## config.mk

```make
export PLATFORM = sky130hd
export DESIGN_NAME = int_commit_sequencer_flat
export DESIGN_NICKNAME = d
export VERILOG_FILES = /design/src/rtl/int_commit_sequencer_if.sv /design/src/rtl/int_commit_sequencer.sv /design/src/flat_wrapper.sv
export SDC_FILE = /design/constraint.sdc
export NUM_CORES = 1
export LEC_CHECK = 0
export ABC_AREA = 0
export CAP_MARGIN = 20
export CORE_MARGIN = 4
export CORE_UTILIZATION = 40
export CTS_CLUSTER_SIZE = 28
export DETAILED_ROUTE_END_ITERATION = 8
export RECOVER_POWER = 50
export SLEW_MARGIN = 20
export SYNTH_ARGS = -nofsm -noshare
export SYNTH_HDL_FRONTEND = slang
export SYNTH_SLANG_ARGS = --single-unit
```

## constraint.sdc

```tcl
create_clock -name clk_i -period 5.4 [get_ports clk_i]
set_input_delay 0.54 -clock clk_i [delete_from_list [all_inputs] [get_ports clk_i]]
set_output_delay 0.54 -clock clk_i [all_outputs]
set_load 0.05 [all_outputs]
```

## src/rtl/int_commit_sequencer_if.sv

```systemverilog
// Signal bundle between ROB commit slots and the integer regfile write port.
// The slave modport is the sequencer; the master modport is the ROB/regfile side.
// The default data width is 64.
interface int_commit_sequencer_if #(
  parameter int NREQ  = 2,
  parameter int DEPTH = 4,
  parameter int XLEN  = 64
);
  localparam int CW = $clog2(DEPTH) + 1;

  logic [NREQ-1:0]      cmt_valid_i;
  logic [NREQ-1:0]      cmt_wren_i;
  logic [NREQ*XLEN-1:0] cmt_data_i;
  logic [NREQ*5-1:0]    cmt_rdindex_i;
  logic                 cmt_ready_o;
  logic                 rf_valid_o;
  logic                 rf_wren_o;
  logic [XLEN-1:0]      rf_data_o;
  logic [4:0]           rf_rdindex_o;
  logic                 empty_o;
  logic [CW-1:0]        count_o;

  modport master (
    output cmt_valid_i, cmt_wren_i, cmt_data_i, cmt_rdindex_i,
    input  cmt_ready_o, rf_valid_o, rf_wren_o, rf_data_o, rf_rdindex_o,
           empty_o, count_o
  );

  modport slave (
    input  cmt_valid_i, cmt_wren_i, cmt_data_i, cmt_rdindex_i,
    output cmt_ready_o, rf_valid_o, rf_wren_o, rf_data_o, rf_rdindex_o,
           empty_o, count_o
  );
endinterface

```

## src/rtl/int_commit_sequencer.sv

```systemverilog
// int_commit_sequencer: serialises up to NREQ same-cycle integer commits onto
// the single regfile write port through a shared in-order FIFO.
// Valid slots are compacted and pushed oldest-first; one entry drains per cycle.
// Optional feature macro: INT_COMMIT_PERF_EN adds perf_stall_o / perf_commit_o.
// Interface parameters must match the module parameters at instantiation.
module int_commit_sequencer #(
  parameter int NREQ  = 2,
  parameter int DEPTH = 4,
  parameter int XLEN  = 64
) (
  input  logic                  clk_i,
  input  logic                  arst_n_i,
  int_commit_sequencer_if.slave bus
`ifdef INT_COMMIT_PERF_EN
  ,
  output logic [31:0]           perf_stall_o,
  output logic [31:0]           perf_commit_o
`endif
);

  localparam int PW = (DEPTH > 1) ? $clog2(DEPTH) : 1;
  localparam int CW = $clog2(DEPTH) + 1;

  logic [PW-1:0]   wr_ptr_q, wr_ptr_d;
  logic [PW-1:0]   rd_ptr_q, rd_ptr_d;
  logic [CW-1:0]   count_q, count_d;
  logic [CW-1:0]   push_cnt;
  logic            ready;
  logic            pop;
  logic [NREQ-1:0] slot_we;
  logic [PW-1:0]   slot_idx [NREQ];

  logic            wren_q  [DEPTH];
  logic [XLEN-1:0] data_q  [DEPTH];
  logic [4:0]      rdidx_q [DEPTH];

  // Accept all slots only when the registered free space covers every slot;
  // the head leaving this cycle is deliberately not credited.
  assign ready = (DEPTH - int'(count_q)) >= NREQ;
  assign pop   = (count_q != '0);

  // Compact the valid slots onto consecutive FIFO locations from the write
  // pointer, in slot order, and derive the next pointer/occupancy values.
  always_comb begin
    push_cnt = '0;
    for (int k = 0; k < NREQ; k++) begin
      slot_we[k]  = 1'b0;
      slot_idx[k] = '0;
      if (ready && bus.cmt_valid_i[k]) begin
        slot_we[k]  = 1'b1;
        slot_idx[k] = PW'((int'(wr_ptr_q) + int'(push_cnt)) % DEPTH);
        push_cnt    = push_cnt + CW'(1);
      end
    end
    wr_ptr_d = PW'((int'(wr_ptr_q) + int'(push_cnt)) % DEPTH);
    rd_ptr_d = pop ? PW'((int'(rd_ptr_q) + 1) % DEPTH) : rd_ptr_q;
    count_d  = count_q + push_cnt - CW'(pop);
  end

  // Pointer and occupancy state; reset discards everything queued.
  always_ff @(posedge clk_i or negedge arst_n_i) begin
    if (!arst_n_i) begin
      wr_ptr_q <= '0;
      rd_ptr_q <= '0;
      count_q  <= '0;
    end else begin
      wr_ptr_q <= wr_ptr_d;
      rd_ptr_q <= rd_ptr_d;
      count_q  <= count_d;
    end
  end

  // FIFO storage: write each accepted slot at its compacted location.
  always_ff @(posedge clk_i or negedge arst_n_i) begin
    if (!arst_n_i) begin
      for (int i = 0; i < DEPTH; i++) begin
        wren_q[i]  <= 1'b0;
        data_q[i]  <= '0;
        rdidx_q[i] <= '0;
      end
    end else begin
      for (int k = 0; k < NREQ; k++) begin
        if (slot_we[k]) begin
          wren_q[slot_idx[k]]  <= bus.cmt_wren_i[k];
          data_q[slot_idx[k]]  <= bus.cmt_data_i[k*XLEN +: XLEN];
          rdidx_q[slot_idx[k]] <= bus.cmt_rdindex_i[k*5 +: 5];
        end
      end
    end
  end

  // Head of the FIFO drives the regfile port straight from state, so there is
  // no input-to-output path; writes to x0 retire without enabling the write.
  assign bus.cmt_ready_o  = ready;
  assign bus.rf_valid_o   = pop;
  assign bus.rf_wren_o    = pop && wren_q[rd_ptr_q] && (rdidx_q[rd_ptr_q] != 5'd0);
  assign bus.rf_data_o    = pop ? data_q[rd_ptr_q] : '0;
  assign bus.rf_rdindex_o = pop ? rdidx_q[rd_ptr_q] : 5'd0;
  assign bus.empty_o      = !pop;
  assign bus.count_o      = count_q;

`ifdef INT_COMMIT_PERF_EN
  logic [31:0] perf_stall_q;
  logic [31:0] perf_commit_q;

  // Saturating counters for back-pressured commit cycles and drained commits.
  always_ff @(posedge clk_i or negedge arst_n_i) begin
    if (!arst_n_i) begin
      perf_stall_q  <= '0;
      perf_commit_q <= '0;
    end else begin
      if ((|bus.cmt_valid_i) && !ready && (perf_stall_q != 32'hFFFF_FFFF)) begin
        perf_stall_q <= perf_stall_q + 32'd1;
      end
      if (pop && (perf_commit_q != 32'hFFFF_FFFF)) begin
        perf_commit_q <= perf_commit_q + 32'd1;
      end
    end
  end

  assign perf_stall_o  = perf_stall_q;
  assign perf_commit_o = perf_commit_q;
`endif

endmodule

```

## src/flat_wrapper.sv

```systemverilog
// flat-port wrapper written by rule: the top's interface ports become plain ports
module int_commit_sequencer_flat 
#(
  parameter int NREQ  = 2,
  parameter int DEPTH = 4,
  parameter int XLEN  = 64
)
  (clk_i, arst_n_i, bus_cmt_valid_i, bus_cmt_wren_i, bus_cmt_data_i, bus_cmt_rdindex_i, bus_cmt_ready_o, bus_rf_valid_o, bus_rf_wren_o, bus_rf_data_o, bus_rf_rdindex_o, bus_empty_o, bus_count_o);
  int_commit_sequencer_if #(.NREQ(NREQ), .DEPTH(DEPTH), .XLEN(XLEN)) bus_i ();
  input  logic clk_i;
  input  logic arst_n_i;
  input wire logic [$bits(bus_i.cmt_valid_i)-1:0] bus_cmt_valid_i;
  input wire logic [$bits(bus_i.cmt_wren_i)-1:0] bus_cmt_wren_i;
  input wire logic [$bits(bus_i.cmt_data_i)-1:0] bus_cmt_data_i;
  input wire logic [$bits(bus_i.cmt_rdindex_i)-1:0] bus_cmt_rdindex_i;
  output wire logic [$bits(bus_i.cmt_ready_o)-1:0] bus_cmt_ready_o;
  output wire logic [$bits(bus_i.rf_valid_o)-1:0] bus_rf_valid_o;
  output wire logic [$bits(bus_i.rf_wren_o)-1:0] bus_rf_wren_o;
  output wire logic [$bits(bus_i.rf_data_o)-1:0] bus_rf_data_o;
  output wire logic [$bits(bus_i.rf_rdindex_o)-1:0] bus_rf_rdindex_o;
  output wire logic [$bits(bus_i.empty_o)-1:0] bus_empty_o;
  output wire logic [$bits(bus_i.count_o)-1:0] bus_count_o;
  assign bus_i.cmt_valid_i = bus_cmt_valid_i;
  assign bus_i.cmt_wren_i = bus_cmt_wren_i;
  assign bus_i.cmt_data_i = bus_cmt_data_i;
  assign bus_i.cmt_rdindex_i = bus_cmt_rdindex_i;
  assign bus_cmt_ready_o = bus_i.cmt_ready_o;
  assign bus_rf_valid_o = bus_i.rf_valid_o;
  assign bus_rf_wren_o = bus_i.rf_wren_o;
  assign bus_rf_data_o = bus_i.rf_data_o;
  assign bus_rf_rdindex_o = bus_i.rf_rdindex_o;
  assign bus_empty_o = bus_i.empty_o;
  assign bus_count_o = bus_i.count_o;
  int_commit_sequencer #(.NREQ(NREQ), .DEPTH(DEPTH), .XLEN(XLEN)) u_core (.clk_i(clk_i), .arst_n_i(arst_n_i), .bus(bus_i));
endmodule
```

# Yosys cells after proc, flatten, opt, wreduce, memory -nomap -nowiden
# Cells that the tools add are included.
# word_totals
reg_bits,287
input_bits,144
out_inout_bits,76
elab_cells,81
# op_classes
n_addsub,7
order_cmp,6
mux,41
bitwise,3
n_reduce_logical,9
# ops
operator,count
256-bit bitwise mux,2
256-bit 2-to-1 mux,2
64-bit 2-to-1 mux,5
64-bit demux with 2-bit select,2
64-bit binary-select mux with 2-bit select,1
20-bit bitwise mux,2
20-bit 2-to-1 mux,2
32-bit by 3-bit >= comparator with 1-bit output (second input constant),1
5-bit 2-to-1 mux,5
5-bit demux with 2-bit select,2
5-bit binary-select mux with 2-bit select,1
3-bit >= comparator (second input constant),3
2-bit NOT with 3-bit output,3
4-bit bitwise mux,2
4-bit 2-to-1 mux,2
1-bit 2-to-1 mux,7
1-bit logical AND,6
3-bit by 1-bit less-than comparator with 1-bit output (second input constant),2
2-bit 2-to-1 mux,3
5-bit nonzero test,1
1-bit demux with 2-bit select,2
3-bit by 3-bit subtractor with 4-bit output (first input constant),1
3-bit by 2-bit adder with 3-bit output,1
3-bit nonzero test,1
other kinds (7),7

# Logic depth before layout (Yosys ltp)
# logic_depth
depth_word,13
ltp_mapped,14
mapped_depth_nobuf,13

# Worst setup path after synthesis
# No wires, ideal clock.
# synth_path
path_kind,flip-flop to flip-flop
startpoint,register u_core.count_q[0] (netlist: u_core.bus.count_o[0])
endpoint,register u_core.data_q[194] (netlist bit)
setup_time_ns,0.128
arrival_ns,3.717
required_time_ns,5.272
path_slack_ns,1.556
path_stages_with_launch,13
path_buffers,3
period_less_slack_ns,3.844
cell_sequence,dfrtp_1 -> inv_1 -> ha_1 -> ha_1 -> or3b_1 -> buf_2 -> and3_1 -> ha_1 -> buf_2 -> nor4_4 -> buf_6 -> mux2_2 -> mux2_1
# synth_via
elab_chain_len,13
word_cells_on_any_way,26
classes_between,add/sub (2); order compare (5); mux (13); bitwise (2); reduce/logical (4)
# synth_lines
item,line_no,text
from (decl),int_commit_sequencer.sv:26,"logic [CW-1:0] count_q, count_d;"
from (signal assigned),int_commit_sequencer.sv:69,count_q <= count_d;
3-bit by 3-bit subtractor with 4-bit output *,int_commit_sequencer.sv:39,assign ready = (DEPTH - int'(count_q)) >= NREQ;
32-bit by 3-bit >= comparator with 1-bit output *,int_commit_sequencer.sv:39,
1-bit logical AND,int_commit_sequencer.sv:49,if (ready && bus.cmt_valid_i[k]) begin
1-bit 2-to-1 mux / 2-bit 2-to-1 mux (equally long branches),int_commit_sequencer.sv:49,
2-bit by 1-bit adder with 2-bit output / 2-bit NOT with 3-bit output (equally long branches),"int_commit_sequencer.sv:51, int_commit_sequencer.sv:85",
2-bit 2-to-1 mux (tied with other cells),int_commit_sequencer.sv:49,
2-bit NOT with 3-bit output (implied by the code) / 1-bit logical AND (equally long branches),int_commit_sequencer.sv:85,data_q[slot_idx[k]] <= bus.cmt_data_i[k*XLEN +: XLEN];
3-bit >= comparator (implied by the code) (tied with other cells),int_commit_sequencer.sv:85,
1-bit logical AND (implied by the code) / 64-bit demux with 2-bit select (equally long branches),int_commit_sequencer.sv:85,
64-bit 2-to-1 mux (implied by the code) / 256-bit bitwise mux (equally long branches),int_commit_sequencer.sv:85,
64-bit demux with 2-bit select / 256-bit 2-to-1 mux (equally long branches),"int_commit_sequencer.sv:85, int_commit_sequencer.sv:83",
256-bit bitwise mux,int_commit_sequencer.sv:85,
256-bit 2-to-1 mux *,int_commit_sequencer.sv:83,if (slot_we[k]) begin
"to (signal, indexed assignment)",int_commit_sequencer.sv:85,
to (decl),int_commit_sequencer.sv:34,logic [XLEN-1:0] data_q [DEPTH];
# Mark *: on every way between the ends. The rest lies on a longest branch, timed or not.
# A chain may end at the register's enable or synchronous reset.

# Final worst setup path
# layout_path
startpoint,register u_core.count_q[1] (netlist: u_core.bus.count_o[1])
endpoint,register u_core.data_q[102] (netlist bit)
# Same word-level chain as after synthesis.

==> flow_summary.ini <==
[synth]
syn-instance-count = 1120
yosys_warnings = 0
seq_area_frac_synth = 0.431
yosys-top-cells-area = dfrtp_1 (43%), mux2_2 (34%), mux4_2 (9.5%)
synthDistinctLibCells = 37
ys_seq_elements = 287
synthAdderAreaFrac = 0.00871
synth_top_area_cell = dfrtp_1
synth_compound_area_frac = 0.00173
synthMuxAreaShare = 0.474
yosys.area_share.simple = 0.0419
synth_top_family_by_area = multiplexers
synthXorXnorAreaFrac = 0.00421
syn_area_sq_um = 16700
synth_nets = 1275
yosys_most_used_dff = dfrtp_1
synth-edff-count = 0
syn_area_per_cell_sq_um = 14.9
yosys.area.top_type_share = 0.431
postSynth.asyncResetShare = 1.00

[critical_path]
cp.arrival_ps = 5090
criticalPathCategory = flop to flop
worst_setup_path_end_kind = flop
start_kind = flop
rr_worst_depth = 11
worstPathRequired_ps = 5810
path_max_fanout = 28

[timing]
whs_ps = 561
period_share = 0.867
slew_headroom = -1.19
fmax_mhz = 214
layout_min_cycle_time_ps = 4680
setup_ws_ps = 719
setup_violations = 0
fin_skew_ps = 24.3
rsz0062_at_grt = no
hold_violations = 0
slew_viol_final = 121
tns_ps = 0
worst_slew_pin_slew_ps = 3290

[grt]
grt_pass1_wl_um = 67700
grt_remaining_overflow = 0
gr-usage-all-layers = 0.195
grt_pass1_vias = 11100
grt_max_degree = 123
antenna_found_initial = 8

[clocking]
cts_root_buffer = clkbuf_16
cts_hold_buf = 0
postCtsSetupBuffers = 0
clock_latency_ps = 550
h-tree-depth = 2
cts.clk_slew.worst_paths_ps = 60
clk_path_buf_depth = 3
cts_resized = 0
numCtsBuffers = 36
cts.sinks = 287
cts_tree = yes

[placed_design]
placed_area_sq_um = 19200
pre_cts_ws_ps = 1010
post-dp-hpwl_um = 27200
port_buffers = 219
dp.cells = 1819
gp_congestion = 0.746

[die]
row_count = 74
die_h_um = 212
start_util = 0.406
dieArea_sq_um = 45000
ioPinCount = 220
die_x_um = 212
coreArea_sq_um = 41000

[cells_and_area]
ff_latch_area_sq_um = 7190
final_cell_count_no_fill = 1887
area_delta_synth_final_pct = 21.5
nFillCells = 3659
post-route-util = 0.494
nets = 1480
mostFrequentLayoutCells = mux2_2 (501), dfrtp_1 (285), clkdlybuf4s50_1 (211)
multi_input_area_sq_um = 8820
drive_gt1_frac = 0.493
finish.instance_area_sq_um = 20200
layout_commonest_cell = mux2_2

[route]
ant_nets = 0
firstDrtPassIters = 4
drtIter0Drc = 419
wl_um = 43600
route.detailed.drc = 0
viasPerCell = 5.34
vias = 10100
wire_per_inst_um = 23.1

[outcome]
status = complete, but fails checks
violations = max-capacitance violations, max-slew violations

[pwr]
power_density_nw_per_um2 = 772
vdd_drop_max_uv = 459
finalPower_mw = 15.6
power.leakage_nw = 8.12

[worst_hold_path]
hold-path-cell-count = 1
hold_class = flop to flop

[run]
maxCapViolations = 1
## worst paths after layout
kind	from	endpoint	slack, ps
worst max-delay path	u_core.bus.count_o[1]	u_core.data_q[102]	720
worst min-delay path	u_core.wr_ptr_q[0]	u_core.wr_ptr_q[0]	560
worst max register to register	u_core.bus.count_o[1]	u_core.data_q[102]	720
worst min register to register	u_core.wr_ptr_q[0]	u_core.wr_ptr_q[0]	560
max in group asynchronous	arst_n_i	u_core.rd_ptr_q[1]	1970
min in group asynchronous	arst_n_i	u_core.data_q[196]	1070
## routing by layer
metal	GRT usage	up-vias	wire (um)
li1	-	4598	-
met1	0.268	5248	19800
met2	0.322	175	21200
met3	0.0397	48	1960
met4	0.0440	12	595
met5	0	-	81
## flip-flops by register name, summed over array words and instances, names as in the netlist
signal,cells
u_core.bus.count_o,3
u_core.wr_ptr_q,2
u_core.wren_q,4
u_core.rdidx_q,20
u_core.rd_ptr_q,2
u_core.data_q,256
## final cells by class
class,count,share of cell area
diodes,5,0.000618
clock buffers,52,0.0505
clock inverters,11,0.00321
inverters,9,0.00167
multi-input cells,744,0.436
flip-flops and latches,287,0.355
well taps,532,0.0329
repair buffers,247,0.120
## where the power goes
group	total, mW	internal [mW]	switching (mW)	leakage [nW]
logic	9.36	4.72	4.64	4.18
registers	4.02	3.32	0.698	3.40
clock network	2.25	1.32	0.937	0.538
## cells in the mapped netlist (2+ instances only)
library cell,instances
mux2_2,501
dfrtp_1,287
and2_1,70
mux4_2,70
mux2_1,58
buf_4,20
buf_6,20
buf_2,19
clkbuf_1,11
ha_1,10
inv_1,8
xnor2_1,7
clkbuf_8,6
nand4_4,4
buf_1,3
nand2_1,2
nand3_2,2
nor2_1,2
nor4_4,2
## worst max-delay path, cell delays in order (launching register included)
cell and delay [ps]:
dfrtp_1 450, inv_1 100, ha_1 190, ha_1 280, or3b_1 510, and3_1 290
ha_1 280, nor2b_1 140, nand4_1 1000, buf_4 700, mux2_2 330, mux2_2 250
## cells by family (layout without fill, tap and decap cells)
| logic type | after synthesis | after routing |
|---|---|---|
| AO/OA/AOI/OAI | 3 | 3 |
| XOR/XNOR | 8 | 8 |
| adder cells (fa/ha/maj) | 11 | 11 |
| buffers and inverters | 89 | 319 |
| flip-flops | 287 | 287 |
| multiplexers | 630 | 630 |
| other | 0 | 5 |
| AND/OR/NAND/NOR | 92 | 92 |
Power figures use the tool's default switching activity.
